--- src/rtl/uart_tx_sched_pkg.sv ---
// Shared types and defaults for the UART transmit scheduler.
package uart_tx_sched_pkg;

   localparam int unsigned NUM_REQ       = 3;
   localparam logic [7:0]  MAX_LEN_DEF   = 8'd64;
   localparam logic [15:0] STALL_TMO_DEF = 16'd50000;

   typedef enum logic [1:0] {
      StIdle = 2'd0,
      StLoad = 2'd1,
      StSend = 2'd2
   } state_e;

   // Next requester index, wrapping 2 -> 0 (an out-of-range index also wraps to 0).
   function automatic logic [1:0] next_idx(input logic [1:0] idx);
      return (idx >= 2'd2) ? 2'd0 : idx + 2'd1;
   endfunction

endpackage

--- src/rtl/rr_arb3.sv ---
// Combinational 3-way round-robin pick: search starts just after last_owner.
module rr_arb3
   import uart_tx_sched_pkg::*;
(
   input  logic [2:0] req,
   input  logic [1:0] last_owner,
   output logic [2:0] gnt,
   output logic [1:0] gnt_idx
);

   logic [1:0] idx;
   logic       found;

   // Walk the three candidates in rotation order; first requester found wins.
   always_comb begin
      gnt     = 3'b000;
      gnt_idx = 2'd0;
      found   = 1'b0;
      idx     = last_owner;
      for (int k = 0; k < 3; k++) begin
         idx = next_idx(idx);
         if (!found && req[idx]) begin
            gnt[idx] = 1'b1;
            gnt_idx  = idx;
            found    = 1'b1;
         end
      end
   end

endmodule

--- src/rtl/uart_tx_sched.sv ---
// Schedules bytes from three requesters onto one UART transmitter, one packet
// per grant, with length and stall limits that force a release.
module uart_tx_sched
   import uart_tx_sched_pkg::*;
#(
   parameter int unsigned NREQ      = NUM_REQ,
   parameter logic [7:0]  MAX_LEN   = MAX_LEN_DEF,
   parameter logic [15:0] STALL_TMO = STALL_TMO_DEF
) (
   input  logic              clk,
   input  logic              rst_n,
   input  logic [NREQ-1:0]   req_valid,
   input  logic [8*NREQ-1:0] req_data,
   input  logic [NREQ-1:0]   req_last,
   output logic [NREQ-1:0]   req_ack,
   output logic              tx_ready,
   output logic [7:0]        tx_data,
   input  logic              tx_rd,
   output logic [NREQ-1:0]   grant,
   output logic              pkt_done,
   output logic              abort
);

   state_e          state_q, state_d;
   logic [1:0]      owner_q, owner_d;
   logic [1:0]      last_owner_q, last_owner_d;
   logic [NREQ-1:0] grant_q, grant_d;
   logic [7:0]      byte_cnt_q, byte_cnt_d;
   logic [15:0]     stall_q, stall_d;
   logic            last_reg_q, last_reg_d;
   logic [7:0]      tx_data_q, tx_data_d;
   logic            tx_ready_q, tx_ready_d;
   logic [NREQ-1:0] req_ack_q, req_ack_d;
   logic            pkt_done_q, pkt_done_d;
   logic            abort_q, abort_d;

   logic [2:0]      arb_gnt;
   logic [1:0]      arb_idx;
   logic [7:0]      owner_byte;

   rr_arb3 u_arb (
      .req        (req_valid),
      .last_owner (last_owner_q),
      .gnt        (arb_gnt),
      .gnt_idx    (arb_idx)
   );

   assign owner_byte = req_data[8*owner_q +: 8];

   // Next-state and registered-output logic for the scheduler FSM.
   always_comb begin
      state_d      = state_q;
      owner_d      = owner_q;
      last_owner_d = last_owner_q;
      grant_d      = grant_q;
      byte_cnt_d   = byte_cnt_q;
      stall_d      = stall_q;
      last_reg_d   = last_reg_q;
      tx_data_d    = tx_data_q;
      tx_ready_d   = tx_ready_q;
      req_ack_d    = '0;
      pkt_done_d   = 1'b0;
      abort_d      = 1'b0;

      unique case (state_q)
         StIdle: begin
            if (|req_valid) begin
               grant_d    = arb_gnt;
               owner_d    = arb_idx;
               byte_cnt_d = 8'd0;
               stall_d    = 16'd0;
               last_reg_d = 1'b0;
               state_d    = StLoad;
            end
         end

         StLoad: begin
            if (req_valid[owner_q]) begin
               tx_data_d          = owner_byte;
               last_reg_d         = req_last[owner_q];
               req_ack_d[owner_q] = 1'b1;
               tx_ready_d         = 1'b1;
               stall_d            = 16'd0;
               if (byte_cnt_q != 8'hFF) begin
                  byte_cnt_d = byte_cnt_q + 8'd1;
               end
               state_d = StSend;
            end else begin
               if (stall_q != 16'hFFFF) begin
                  stall_d = stall_q + 16'd1;
               end
               // A stall release always lands mid-packet, so it is always an abort.
               if (stall_d >= STALL_TMO) begin
                  last_owner_d = owner_q;
                  grant_d      = '0;
                  pkt_done_d   = 1'b1;
                  abort_d      = !last_reg_q;
                  state_d      = StIdle;
               end
            end
         end

         StSend: begin
            if (tx_rd) begin
               tx_ready_d = 1'b0;
               if (last_reg_q || (byte_cnt_q >= MAX_LEN)) begin
                  // A natural end wins over the length limit: abort only without last.
                  last_owner_d = owner_q;
                  grant_d      = '0;
                  pkt_done_d   = 1'b1;
                  abort_d      = !last_reg_q;
                  state_d      = StIdle;
               end else begin
                  state_d = StLoad;
               end
            end
         end

         default: begin
            state_d    = StIdle;
            grant_d    = '0;
            tx_ready_d = 1'b0;
         end
      endcase
   end

   // State and output registers with synchronous active-low reset.
   always_ff @(posedge clk) begin
      if (!rst_n) begin
         state_q      <= StIdle;
         owner_q      <= 2'd0;
         last_owner_q <= 2'd2;
         grant_q      <= '0;
         byte_cnt_q   <= 8'd0;
         stall_q      <= 16'd0;
         last_reg_q   <= 1'b0;
         tx_data_q    <= 8'h00;
         tx_ready_q   <= 1'b0;
         req_ack_q    <= '0;
         pkt_done_q   <= 1'b0;
         abort_q      <= 1'b0;
      end else begin
         state_q      <= state_d;
         owner_q      <= owner_d;
         last_owner_q <= last_owner_d;
         grant_q      <= grant_d;
         byte_cnt_q   <= byte_cnt_d;
         stall_q      <= stall_d;
         last_reg_q   <= last_reg_d;
         tx_data_q    <= tx_data_d;
         tx_ready_q   <= tx_ready_d;
         req_ack_q    <= req_ack_d;
         pkt_done_q   <= pkt_done_d;
         abort_q      <= abort_d;
      end
   end

   assign req_ack  = req_ack_q;
   assign tx_ready = tx_ready_q;
   assign tx_data  = tx_data_q;
   assign grant    = grant_q;
   assign pkt_done = pkt_done_q;
   assign abort    = abort_q;

endmodule

--- config.mk ---
export PLATFORM = sky130hd
export DESIGN_NAME = uart_tx_sched
export DESIGN_NICKNAME = d
export VERILOG_FILES = /design/src/rtl/uart_tx_sched_pkg.sv /design/src/rtl/rr_arb3.sv /design/src/rtl/uart_tx_sched.sv
export SDC_FILE = /design/constraint.sdc
export NUM_CORES = 1
export LEC_CHECK = 0
export ABC_AREA = 0
export CELL_PAD_IN_SITES_DETAIL_PLACEMENT = 1
export CELL_PAD_IN_SITES_GLOBAL_PLACEMENT = 1
export CORE_ASPECT_RATIO = 0.7
export CORE_MARGIN = 5
export CORE_UTILIZATION = 36
export CTS_CLUSTER_SIZE = 12
export DETAILED_ROUTE_END_ITERATION = 10
export MAX_ROUTING_LAYER = met4
export PLACE_DENSITY = 0.84
export SLEW_MARGIN = 10
export SYNTH_ARGS = -nofsm -noshare
export SYNTH_HDL_FRONTEND = slang
export SYNTH_SLANG_ARGS = --single-unit
--- constraint.sdc ---
create_clock -name clk -period 2.1 [get_ports clk]
set_input_delay 0.42 -clock clk [delete_from_list [all_inputs] [get_ports clk]]
set_output_delay 0.42 -clock clk [all_outputs]
set_load 0.005 [all_outputs]
==> results.tsv <==
stage	metric	value	unit
critical_path	CP Class	reg -> reg	
power_and_ir_drop	peak supply drop	398	µV
critical_path	CP max stage cell	or4_1	
timing	final slew viol count	0	
cells_and_area	most common cell after layout, fill and taps aside	buf_4	
place	routability cong.	0.877	
timing	Max transition margin	0.539	
clock_tree	cts hold-fix bufs	0	
timing	clock skew	0.0120	ns
power_and_ir_drop	Net Sw Frac	0.357	
critical_path	Crit path required time	2.31	ns
cells_and_area	antenna cells	0	
critical_path	Worst R2R End	last_owner_q[0]$_SDFFE_PN0P_	
timing	# setup viols final	9	
place	hpwl dp	7760	µm
power_and_ir_drop	Switch Pwr	1.18	mW
clock_tree	Max clock buf depth	2	
outcome	run status	finished with violations	
critical_path	RR Startpoint	stall_q[7]$_SDFFE_PN0P_	
critical_path	CP Capture Type	register	
worst_hold_path	Cells on Worst Hold Path	2	
timing	PnR worst setup slack	-0.149	ns
clock_tree	total CTS buffers	5	
floorplanning	num rows	27	
run	number of max-cap violations	0	
global_routing	vias in the first global route	3565	
timing	unrepaired setup endpoints after global routing	yes	
floorplanning	DIE WIDTH	118	µm
timing	minimum clock period	2.25	ns
synthesis	library cells used by synthesis	60	
power_and_ir_drop	Pwr Density	768	mW/mm²
power_and_ir_drop	Clock power frac	0.251	
critical_path	Reg2Reg Depth	8	
synthesis	Post-synth EDFFs	0	
synthesis	ys flop type	dfxtp_1	
floorplanning	# IOs	50	
worst_hold_path	Hold Crit Start	grant[1]$_SDFFE_PN0P_	
critical_path	crit path max fanout	6	
synthesis	Synth async-reset ratio	0	
clock_tree	CTS sink count	48	
power_and_ir_drop	internal power	2.13	mW
place	placed cell area	0.00400	mm²
outcome	failing checks	setup timing	
drt	TritonRoute pass-1 iters	4	
clock_tree	H-tree depth	2	
floorplanning	Die Ht	85.4	µm
timing	Final Hold Fails	0	
floorplanning	Core Region	0.00787	mm²
critical_path	crit path cell chain	nand4_1, buf_6, or4_1, a32o_2, o41ai_4, o21ai_4, a31o_4, mux2i_1	
floorplanning	Starting Density	0.371	
global_routing	gr ovfl total	0	
global_routing	gr usage total	0.218	
drt	Iteration-0 DRC Markers	158	
synthesis	Seq cells post-synth	48	
place	PortBufs	49	
power_and_ir_drop	register share of total power	0.321	
worst_hold_path	Hold Path End	grant[1]$_SDFFE_PN0P_	
critical_path	Worst Setup Start Kind	register	
drt	total routed wirelength	11200	µm
critical_path	WP buf/inv	1	
synthesis	Post-Syn Area per Cell	8.28	µm²
critical_path	delay-heaviest family, CP	compound AO/OA/AOI/OAI gates	
clock_tree	TritonCTS clock tree	yes	
global_routing	largest net degree at the start of global routing	36	
timing	final period utilization	1.07	
cells_and_area	layout cells sized above 1	0.263	
synthesis	post-synthesis net count	392	
critical_path	arrival time worst endpoint	2.46	ns
timing	worst slew pin tran	0.684	ns
drt	DRC	0	
critical_path	CP max stage delay	0.53	ns
clock_tree	Root Buffer	clkbuf_16	
synthesis	post-synthesis sequential area ratio	0.329	
synthesis	Synth Instances	353	
cells_and_area	Post-layout nets	494	
cells_and_area	post-route design area	0.00432	mm²
drt	DR vias	3250	
timing	achievable frequency	445	MHz
drt	routed len/inst	20.0	µm
cells_and_area	area delta synth->final	47.8	%
drt	Antenna Nets Post-Route	0	
synthesis	Ys Warns	0	
global_routing	initial antenna violation count	0	
power_and_ir_drop	Total Power	3.31	mW
clock_tree	Clock Pin Slew Worst Setup and Hold Paths	0.07	ns
drt	number of vias per cell	5.83	
critical_path	Worst Setup SP	stall_q[7]$_SDFFE_PN0P_	
cells_and_area	commonest cells after routing, fill and taps aside	buf_4, clkdlybuf4s50_1, dfxtp_1	
critical_path	setup slack on the worst flop-to-flop path	-0.15	ns
synthesis	post-synthesis cell area	0.00292	mm²
global_routing	first-pass GRT wire length	17700	µm
worst_hold_path	class of the worst hold path	reg -> reg	
clock_tree	later-pin clock latency in the skew report	0.29	ns
power_and_ir_drop	Gate power share	0.428	
floorplanning	die area	0.0100	mm²
power_and_ir_drop	cell leakage power	1.81	nW
[how the worst max path moves through the flow]
stage                                   endpoint  slack, ns  cells after the start
detailed placement    byte_cnt_q[6]$_SDFFE_PN0P_      -0.35                      8
global route               grant[1]$_SDFFE_PN0P_      -0.25                      9
global placement      byte_cnt_q[6]$_SDFFE_PN0P_      -0.26                      8
CTS                 last_owner_q[0]$_SDFFE_PN0P_      -0.12                      8
floorplan           last_owner_q[1]$_SDFFE_PN1P_      -0.08                      8
finish              last_owner_q[0]$_SDFFE_PN0P_      -0.15                      8
[cell type report]
class	instances	area, µm²
sequential	48	978
timing repair buffer	123	1090
clock inverter	2	10.0
fill	952	3550
inverter	6	22.5
multi-input combinational	271	1950
clock buffer	6	139
tap	101	126
[sequential cells by signal (all words and copies together) (netlist names)]
name / cells
abort: 1
byte_cnt_q: 8
grant: 3
last_owner_q: 2
last_reg_q: 1
owner_q: 2
pkt_done: 1
req_ack: 3
stall_q: 16
state_q: 2
tx_data: 8
tx_ready: 1
[what timing repair did]
action	in CTS	in global routing
setup endpoints to repair	12	26
resized for setup	15	21
pin swaps	10	3
buffers inserted	4	2
[power groups by stage]
stage	Combinational, mW	Sequential (mW)	Clock [mW]
4_1_cts	1.35	1.06	0.841
3_5_place_dp	1.32	1.08	0
3_3_place_gp	1.27	1.08	0
6_report	1.42	1.07	0.832
2_1_floorplan	0.665	1.08	0
5_1_grt	1.53	1.08	0.891
[worst register-to-register path: cells and delay by family, from the launching register on]
family | cells | cell delay [ns]
DFF | 1 | 0.34
muxes | 1 | 0.17
AOI/OAI and AO/OA | 4 | 0.81
and+or+nand+nor | 2 | 0.66
buffers and inverters | 1 | 0.19
[Yosys cell counts (all sizes together) (2+ instances only)]
| master | n | share of area |
|---|---|---|
| dfxtp | 48 | 0.33 |
| nand2 | 37 | 0.048 |
| nor2 | 22 | 0.028 |
| a21oi | 21 | 0.036 |
| o21ai | 21 | 0.041 |
| nand3 | 18 | 0.031 |
| clkbuf | 16 | 0.021 |
| mux2i | 16 | 0.055 |
| nand4 | 14 | 0.035 |
| o211a | 13 | 0.045 |
| buf | 12 | 0.021 |
| nor3 | 12 | 0.028 |
| nor2b | 11 | 0.024 |
| o211ai | 11 | 0.028 |
| and3 | 6 | 0.013 |
| ha | 6 | 0.026 |
| inv | 6 | 0.0077 |
| a21boi | 4 | 0.010 |
| a31oi | 4 | 0.014 |
| and4 | 4 | 0.012 |
| xor2 | 4 | 0.012 |
| a2bb2oi | 3 | 0.0090 |
| nor3b | 3 | 0.0077 |
| o31ai | 3 | 0.0077 |
| xnor2 | 3 | 0.0090 |
| a211oi | 2 | 0.0051 |
| a22o | 2 | 0.0060 |
| a22oi | 2 | 0.0051 |
| a311oi | 2 | 0.0060 |
| and2 | 2 | 0.0043 |
| nand2b | 2 | 0.0043 |
| nand3b | 2 | 0.0051 |
| o221ai | 2 | 0.0060 |
| or3 | 2 | 0.0043 |
[routing by layer]
| layer | part of all wire | track usage | up-vias |
|---|---|---|---|
| met3 | 0.070 | 0.0580 | 26 |
| met4 | 0.017 | 0.0500 | 0 |
| met1 | 0.43 | 0.254 | 1592 |
| li1 | - | - | 1514 |
| met5 | 0 | - | - |
| met2 | 0.48 | 0.377 | 118 |
[per-stage QoR]
| step | utilization | TNS, ns | hold slack, ns | worst slack, ns | std cells |
|---|---|---|---|---|---|
| 3_3_place_gp | 0.508 | -5.38 | 0.465 | -0.256 | 543 |
| 6_report | 0.548 | -1.05 | 0.475 | -0.149 | 557 |
| 2_1_floorplan | - | -0.306 | 0.442 | -0.0752 | 353 |
| 5_1_grt | 0.548 | -2.11 | 0.506 | -0.249 | 557 |
| 4_1_cts | 0.538 | -0.663 | 0.481 | -0.117 | 555 |
| 3_5_place_dp | 0.508 | -8.48 | 0.474 | -0.346 | 543 |
[cell families (layout without fill, tap and decap cells)]
group / Yosys count / in the layout / synth area share
flops: 48 / 48 / 0.329
buf+inv: 34 / 137 / 0.0497
compound gates: 101 / 101 / 0.258
simple gates: 140 / 140 / 0.258
fa+ha+maj: 6 / 6 / 0.0257
xor+xnor: 7 / 7 / 0.0210
mux: 17 / 17 / 0.0587
Power figures use the tool's default switching activity.
